==> src/rtl/pmem_arbiter.sv <==
// Arbitrates the single cacheline memory port between the I-cache and D-cache miss paths.
// The D side has fixed priority; a saturating starvation counter guarantees instruction fetch progress.

module pmem_arbiter_chk (
  input logic clk,
  input logic rst,
  input logic d_pmem_read,
  input logic d_pmem_write
);

  // A D-cache read and writeback requested together is a protocol error upstream
  a_d_rw_exclusive: assert property (@(posedge clk) disable iff (rst) !(d_pmem_read && d_pmem_write));

endmodule

module pmem_arbiter #(
  parameter int LINE_W       = 256,
  parameter int ADDR_W       = 32,
  parameter int STARVE_LIMIT = 4
) (
  input  logic              clk,
  input  logic              rst,
  input  logic              i_pmem_read,
  input  logic [ADDR_W-1:0] i_pmem_address,
  output logic [LINE_W-1:0] i_pmem_rdata,
  output logic              i_pmem_resp,
  input  logic              d_pmem_read,
  input  logic              d_pmem_write,
  input  logic [ADDR_W-1:0] d_pmem_address,
  input  logic [LINE_W-1:0] d_pmem_wdata,
  output logic [LINE_W-1:0] d_pmem_rdata,
  output logic              d_pmem_resp,
  output logic              pmem_read,
  output logic              pmem_write,
  output logic [ADDR_W-1:0] pmem_address,
  output logic [LINE_W-1:0] pmem_wdata,
  input  logic [LINE_W-1:0] pmem_rdata,
  input  logic              pmem_resp
);

  localparam logic [1:0] ST_IDLE    = 2'd0;
  localparam logic [1:0] ST_SERVE_I = 2'd1;
  localparam logic [1:0] ST_SERVE_D = 2'd2;
  localparam logic [1:0] ST_RELEASE = 2'd3;

  localparam logic [3:0] STARVE_MAX = 4'(STARVE_LIMIT);

  logic [1:0]        state_r;
  logic [1:0]        state_nxt_s;
  logic [ADDR_W-1:0] addr_r;
  logic [LINE_W-1:0] wdata_r;
  logic              op_wr_r;
  logic [3:0]        starve_cnt_r;
  logic              pmem_read_r;
  logic              pmem_write_r;
  logic              d_req_s;
  logic              grant_i_s;
  logic              grant_d_s;
  logic              done_s;

  // Arbitration is only evaluated in IDLE; D wins unless the I read has been starved
  always_comb begin
    d_req_s   = d_pmem_read | d_pmem_write;
    grant_i_s = 1'b0;
    grant_d_s = 1'b0;
    if (state_r == ST_IDLE) begin
      if (d_req_s && (starve_cnt_r < STARVE_MAX)) begin
        grant_d_s = 1'b1;
      end else if (i_pmem_read) begin
        grant_i_s = 1'b1;
      end else if (d_req_s) begin
        grant_d_s = 1'b1;
      end else begin
        grant_d_s = 1'b0;
      end
    end else begin
      grant_i_s = 1'b0;
    end
  end

  assign done_s = pmem_resp & ((state_r == ST_SERVE_I) | (state_r == ST_SERVE_D));

  // Next-state selection
  always_comb begin
    state_nxt_s = state_r;
    case (state_r)
      ST_IDLE: begin
        if (grant_d_s) begin
          state_nxt_s = ST_SERVE_D;
        end else if (grant_i_s) begin
          state_nxt_s = ST_SERVE_I;
        end else begin
          state_nxt_s = ST_IDLE;
        end
      end
      ST_SERVE_I, ST_SERVE_D: begin
        if (pmem_resp) begin
          state_nxt_s = ST_RELEASE;
        end else begin
          state_nxt_s = state_r;
        end
      end
      ST_RELEASE: state_nxt_s = ST_IDLE;
      default:    state_nxt_s = ST_IDLE;
    endcase
  end

  // State, transaction latches and registered adaptor request strobes
  always_ff @(posedge clk) begin
    if (rst) begin
      state_r      <= ST_IDLE;
      addr_r       <= '0;
      wdata_r      <= '0;
      op_wr_r      <= 1'b0;
      pmem_read_r  <= 1'b0;
      pmem_write_r <= 1'b0;
    end else begin
      state_r <= state_nxt_s;
      if (grant_d_s) begin
        addr_r       <= d_pmem_address;
        wdata_r      <= d_pmem_wdata;
        op_wr_r      <= d_pmem_write;
        pmem_read_r  <= ~d_pmem_write;
        pmem_write_r <= d_pmem_write;
      end else if (grant_i_s) begin
        addr_r       <= i_pmem_address;
        op_wr_r      <= 1'b0;
        pmem_read_r  <= 1'b1;
        pmem_write_r <= 1'b0;
      end else if (done_s) begin
        pmem_read_r  <= 1'b0;
        pmem_write_r <= 1'b0;
      end else begin
        pmem_read_r  <= pmem_read_r;
        pmem_write_r <= pmem_write_r;
      end
    end
  end

  // Starvation counter: counts D grants that bypassed a waiting I read
  always_ff @(posedge clk) begin
    if (rst) begin
      starve_cnt_r <= 4'd0;
    end else if (grant_d_s && i_pmem_read) begin
      if (starve_cnt_r < STARVE_MAX) begin
        starve_cnt_r <= starve_cnt_r + 4'd1;
      end else begin
        starve_cnt_r <= starve_cnt_r;
      end
    end else if (grant_i_s) begin
      starve_cnt_r <= 4'd0;
    end else begin
      starve_cnt_r <= starve_cnt_r;
    end
  end

  assign pmem_read    = pmem_read_r;
  assign pmem_write   = pmem_write_r;
  assign pmem_address = addr_r;
  assign pmem_wdata   = wdata_r;

  // Completion is forwarded in the same cycle; read data is broadcast and qualified by resp only
  assign i_pmem_resp  = pmem_resp & (state_r == ST_SERVE_I);
  assign d_pmem_resp  = pmem_resp & (state_r == ST_SERVE_D);
  assign i_pmem_rdata = pmem_rdata;
  assign d_pmem_rdata = pmem_rdata;

  pmem_arbiter_chk u_chk (
    .clk          (clk),
    .rst          (rst),
    .d_pmem_read  (d_pmem_read),
    .d_pmem_write (d_pmem_write)
  );

endmodule

==> config.mk <==
export PLATFORM = sky130hd
export DESIGN_NAME = pmem_arbiter
export DESIGN_NICKNAME = d
export VERILOG_FILES = /design/src/rtl/pmem_arbiter.sv
export SDC_FILE = /design/constraint.sdc
export NUM_CORES = 1
export LEC_CHECK = 0
export ABC_AREA = 1
export CORE_AREA = 2 2 544 546
export CTS_BUF_LIST = sky130_fd_sc_hd__clkbuf_8 sky130_fd_sc_hd__clkbuf_16
export CTS_CLUSTER_SIZE = 28
export DETAILED_ROUTE_END_ITERATION = 7
export DIE_AREA = 0 0 546 548
export PLACE_DENSITY = 0.32
export SETUP_SLACK_MARGIN = 0.5
export SKIP_CTS_REPAIR_TIMING = 1
export SLEW_MARGIN = 20
export SYNTH_ARGS = -nofsm -noshare
export SYNTH_HDL_FRONTEND = slang
export SYNTH_SLANG_ARGS = --single-unit
export TNS_END_PERCENT = 10
==> constraint.sdc <==
create_clock -name clk -period 1.55 [get_ports clk]
set_clock_uncertainty 0.15 [all_clocks]
set_input_delay 0.31 -clock clk [delete_from_list [all_inputs] [get_ports clk]]
set_output_delay 0.31 -clock clk [all_outputs]
set_load 0.05 [all_outputs]
==> flow_summary_export.csv <==
group,metric,value,unit
status,run_status,"finished with violations",
status,violations,"setup timing",
run,max-cap-violations,0,
yosys,synth_top_cell_by_area,"dfxtp_1",
grt,grt_antenna_before_repair,100,
sta,setup_slack,-0.5229,ns
setup_path,worstPathArrival,1.61,ns
layout,syn_to_final_growth,99.58,%
yosys,synth.most_common_cell,"buf_4",
placed_design,dp_hpwl,158.6,mm
layout,layout-drive-gt1-share,0.3324,
setup_path,cp-start-kind,"flop",
yosys,ys_seq_area_frac,0.4022,
die,pin_count,1386,
hold_path,hp-start,"d_pmem_wdata[101]",
sta,slew_headroom,0.6872,
clocking,clock_latency,0.71,ns
yosys,syn-num-nets,2552,
yosys,avgSynthCellArea,7.498,um2
yosys,synthArstFlopShare,0,
die,die_area,299200,um2
yosys,synth_warnings,0,
layout,fill_cells,33770,
setup_path,worstRegToRegCells,12,
die,coreArea,293100,um2
route,first_iter_violations,781,
clocking,htreeDepth,2,
placed_design,globalplace.congestion,0.7721,
yosys,synthFlopType,"dfxtp_1",
route,wl_per_cell,30.02,um
route,routed_wl,183.9,mm
setup_path,critical_path.max_fanout,2,
route,vias,14130,
clocking,cts_num_sinks,296,
yosys,ys_top_cells_by_count,"522 x buf_4, 519 x nor2_1, 296 x dfxtp_1",
yosys,synth_top_area_frac,0.4022,
setup_path,reg2reg_setup_slack,-0.51,ns
sta,worst_pin_slew,0.4675,ns
route,ant_nets,0,
sta,rsz0062_at_grt,"yes",
power_and_ir_drop,total_power,67.82,mW
setup_path,cp-end-kind,"output pin",
placed_design,dpl_cell_area,25370,um2
clocking,cts_buffer_depth,3,
power_and_ir_drop,p_leak,10.90,nW
sta,finalSetupTns,-162.90,ns
setup_path,critPathKind,"flop to output pin",
grt,overflow,0,
die,num_rows,199,
yosys,synth.distinct_cells,21,
hold_path,hp-class,"primary input to flop",
hold_path,hold_path_end,"pmem_wdata[101]",
grt,grt_pass1_wl,206.3,mm
yosys,synth_edf_count,0,
clocking,numCtsBuffers,50,
sta,hold_viol,0,
yosys,synth_area,14730,um2
hold_path,whs_path_depth,3,
power_and_ir_drop,power.density,2306,nW/um2
yosys,synth_area_leaders,"dfxtp_1 40%, buf_4 27%, nor2_1 13%",
grt,grt_max_degree,60,
sta,fin_crit,2.073,ns
placed_design,portBuffers,617,
setup_path,cp.required,1.09,ns
clocking,cts_tree,"done",
clocking,clk_pin_slew_worst_paths,0.06,ns
setup_path,timing.rr.start,"state_r[1]",
layout,nNetsFinal,2747,
setup_path,worstReg2RegEnd,"pmem_wdata[3]",
route,firstDrtPassIters,7,
sta,setup_viol,587,
yosys,netlist_instances,1965,
clocking,clockRootBuffer,"clkbuf_16",
layout,final_util,0.1003,
grt,grt_pass1_vias,13510,
grt,track_usage,0.1125,
die,fp.dieH,548,um
route,drc,0,
yosys,ys_ff_latch,296,
sta,max_freq,482.4,MHz
sta,slew_viol_final,0,
route,via_per_inst,2.306,
die,initial_utilization,0.05027,
sta,post-route-period-util,1.337,
layout,fin_area,29400,um2
power_and_ir_drop,ir_worst_vdd,891.8,uV
die,die_width,546,um
[logic make-up after synthesis]
kind of cell               count (synthesis)  share of synthesized area
buffers and inverters                    693                     0.3127
DFF                                      296                     0.4022
AOI/OAI and AO/OA                        298                     0.1020
xor gates and xnor gates                   1                  0.0005946
adders and majority gates                  5                   0.004246
and+or+nand+nor                          672                     0.1783
[worst max-delay path, cell delays in order, from the launching register on]
cell and delay, ns:
dfxtp_2 0.33, inv_2 0.04, buf_6 0.11, ha_4 0.15, nand2_4 0.07, inv_4 0.04
buf_12 0.14
[metal layers]
metal / GRT usage / part of all wire / vias to the layer above
met4: 0.03979 / 0.040 / 22
met2: 0.1655 / 0.41 / 1411
met5: 0.01171 / 0.0026 / -
met3: 0.1357 / 0.25 / 412
met1: 0.09079 / 0.29 / 6180
li1: - / - / 6101
[stage by stage]
step / hold slack, ns / cells / setup slack [ns]
2_1_floorplan: 0.2291 / 1965 / 0.007790
3_3_place_gp: 0.3071 / 5967 / -1.134
3_5_place_dp: 0.3184 / 5967 / -1.076
4_1_cts: -0.02063 / 6058 / -0.7812
5_1_grt: 0.03593 / 6122 / -0.6172
6_report: 0.07350 / 6127 / -0.5229
[flip-flops by register name, indices dropped and copies added, names as in the netlist]
| register | cells |
|---|---|
| starve_cnt_r | 4 |
| pmem_write | 1 |
| pmem_read | 1 |
| pmem_address | 32 |
| state_r | 2 |
| pmem_wdata | 256 |
[cells in the final DEF (no fill, tap or decap), types with 3 or more instances in the layout]
cell / instances
a21oi_1: 3
buf_12: 326
buf_16: 9
buf_4: 49
buf_6: 19
buf_8: 3
bufinv_16: 5
clkbuf_16: 73
clkbuf_8: 11
clkdlybuf4s50_1: 325
clkinv_16: 5
clkinv_2: 3
clkinvlp_4: 7
dfxtp_1: 242
dfxtp_2: 7
dfxtp_4: 47
diode_2: 9
ha_4: 3
inv_1: 78
inv_2: 4
inv_6: 4
nand2_1: 66
nand2_2: 8
nand2_4: 7
nand3_1: 43
nand3_2: 19
nand3_4: 5
nor2_1: 456
nor2_2: 43
nor2_4: 21
o21ai_0: 47
o21ai_1: 203
o21ai_2: 38
o21ai_4: 5
[report_power, final]
group          total [mW]  switching (mW)  internal [mW]
registers            13.6            3.10           10.5
logic                42.1            24.3           17.8
clock network        12.1            4.86           7.28
[worst max path at each step]
stage,start,end,slack [ns],depth (start not counted)
floorplan,state_r[1],pmem_wdata[100],0.008,9
global placement,d_pmem_write,pmem_wdata[20],-1.13,9
detailed placement,d_pmem_write,pmem_wdata[97],-1.08,9
CTS,state_r[1],i_pmem_resp,-0.78,6
global route,state_r[1],pmem_wdata[3],-0.62,12
finish,state_r[1],i_pmem_resp,-0.52,6
[final cells by class]
class / count / area [um2] / area share
diodes: 9 / 22.52 / 0.0007659
clock buffers: 61 / 1403 / 0.04770
clock inverters: 30 / 364.1 / 0.01238
inverters: 78 / 329.1 / 0.01119
multi-input cells: 976 / 4946 / 0.1682
flip-flops and latches: 296 / 6111 / 0.2078
well taps: 3919 / 4903 / 0.1668
repair buffers: 754 / 11230 / 0.3819
repair inverters: 4 / 96.34 / 0.003276
No activity file was read; power rests on OpenSTA's default activity.
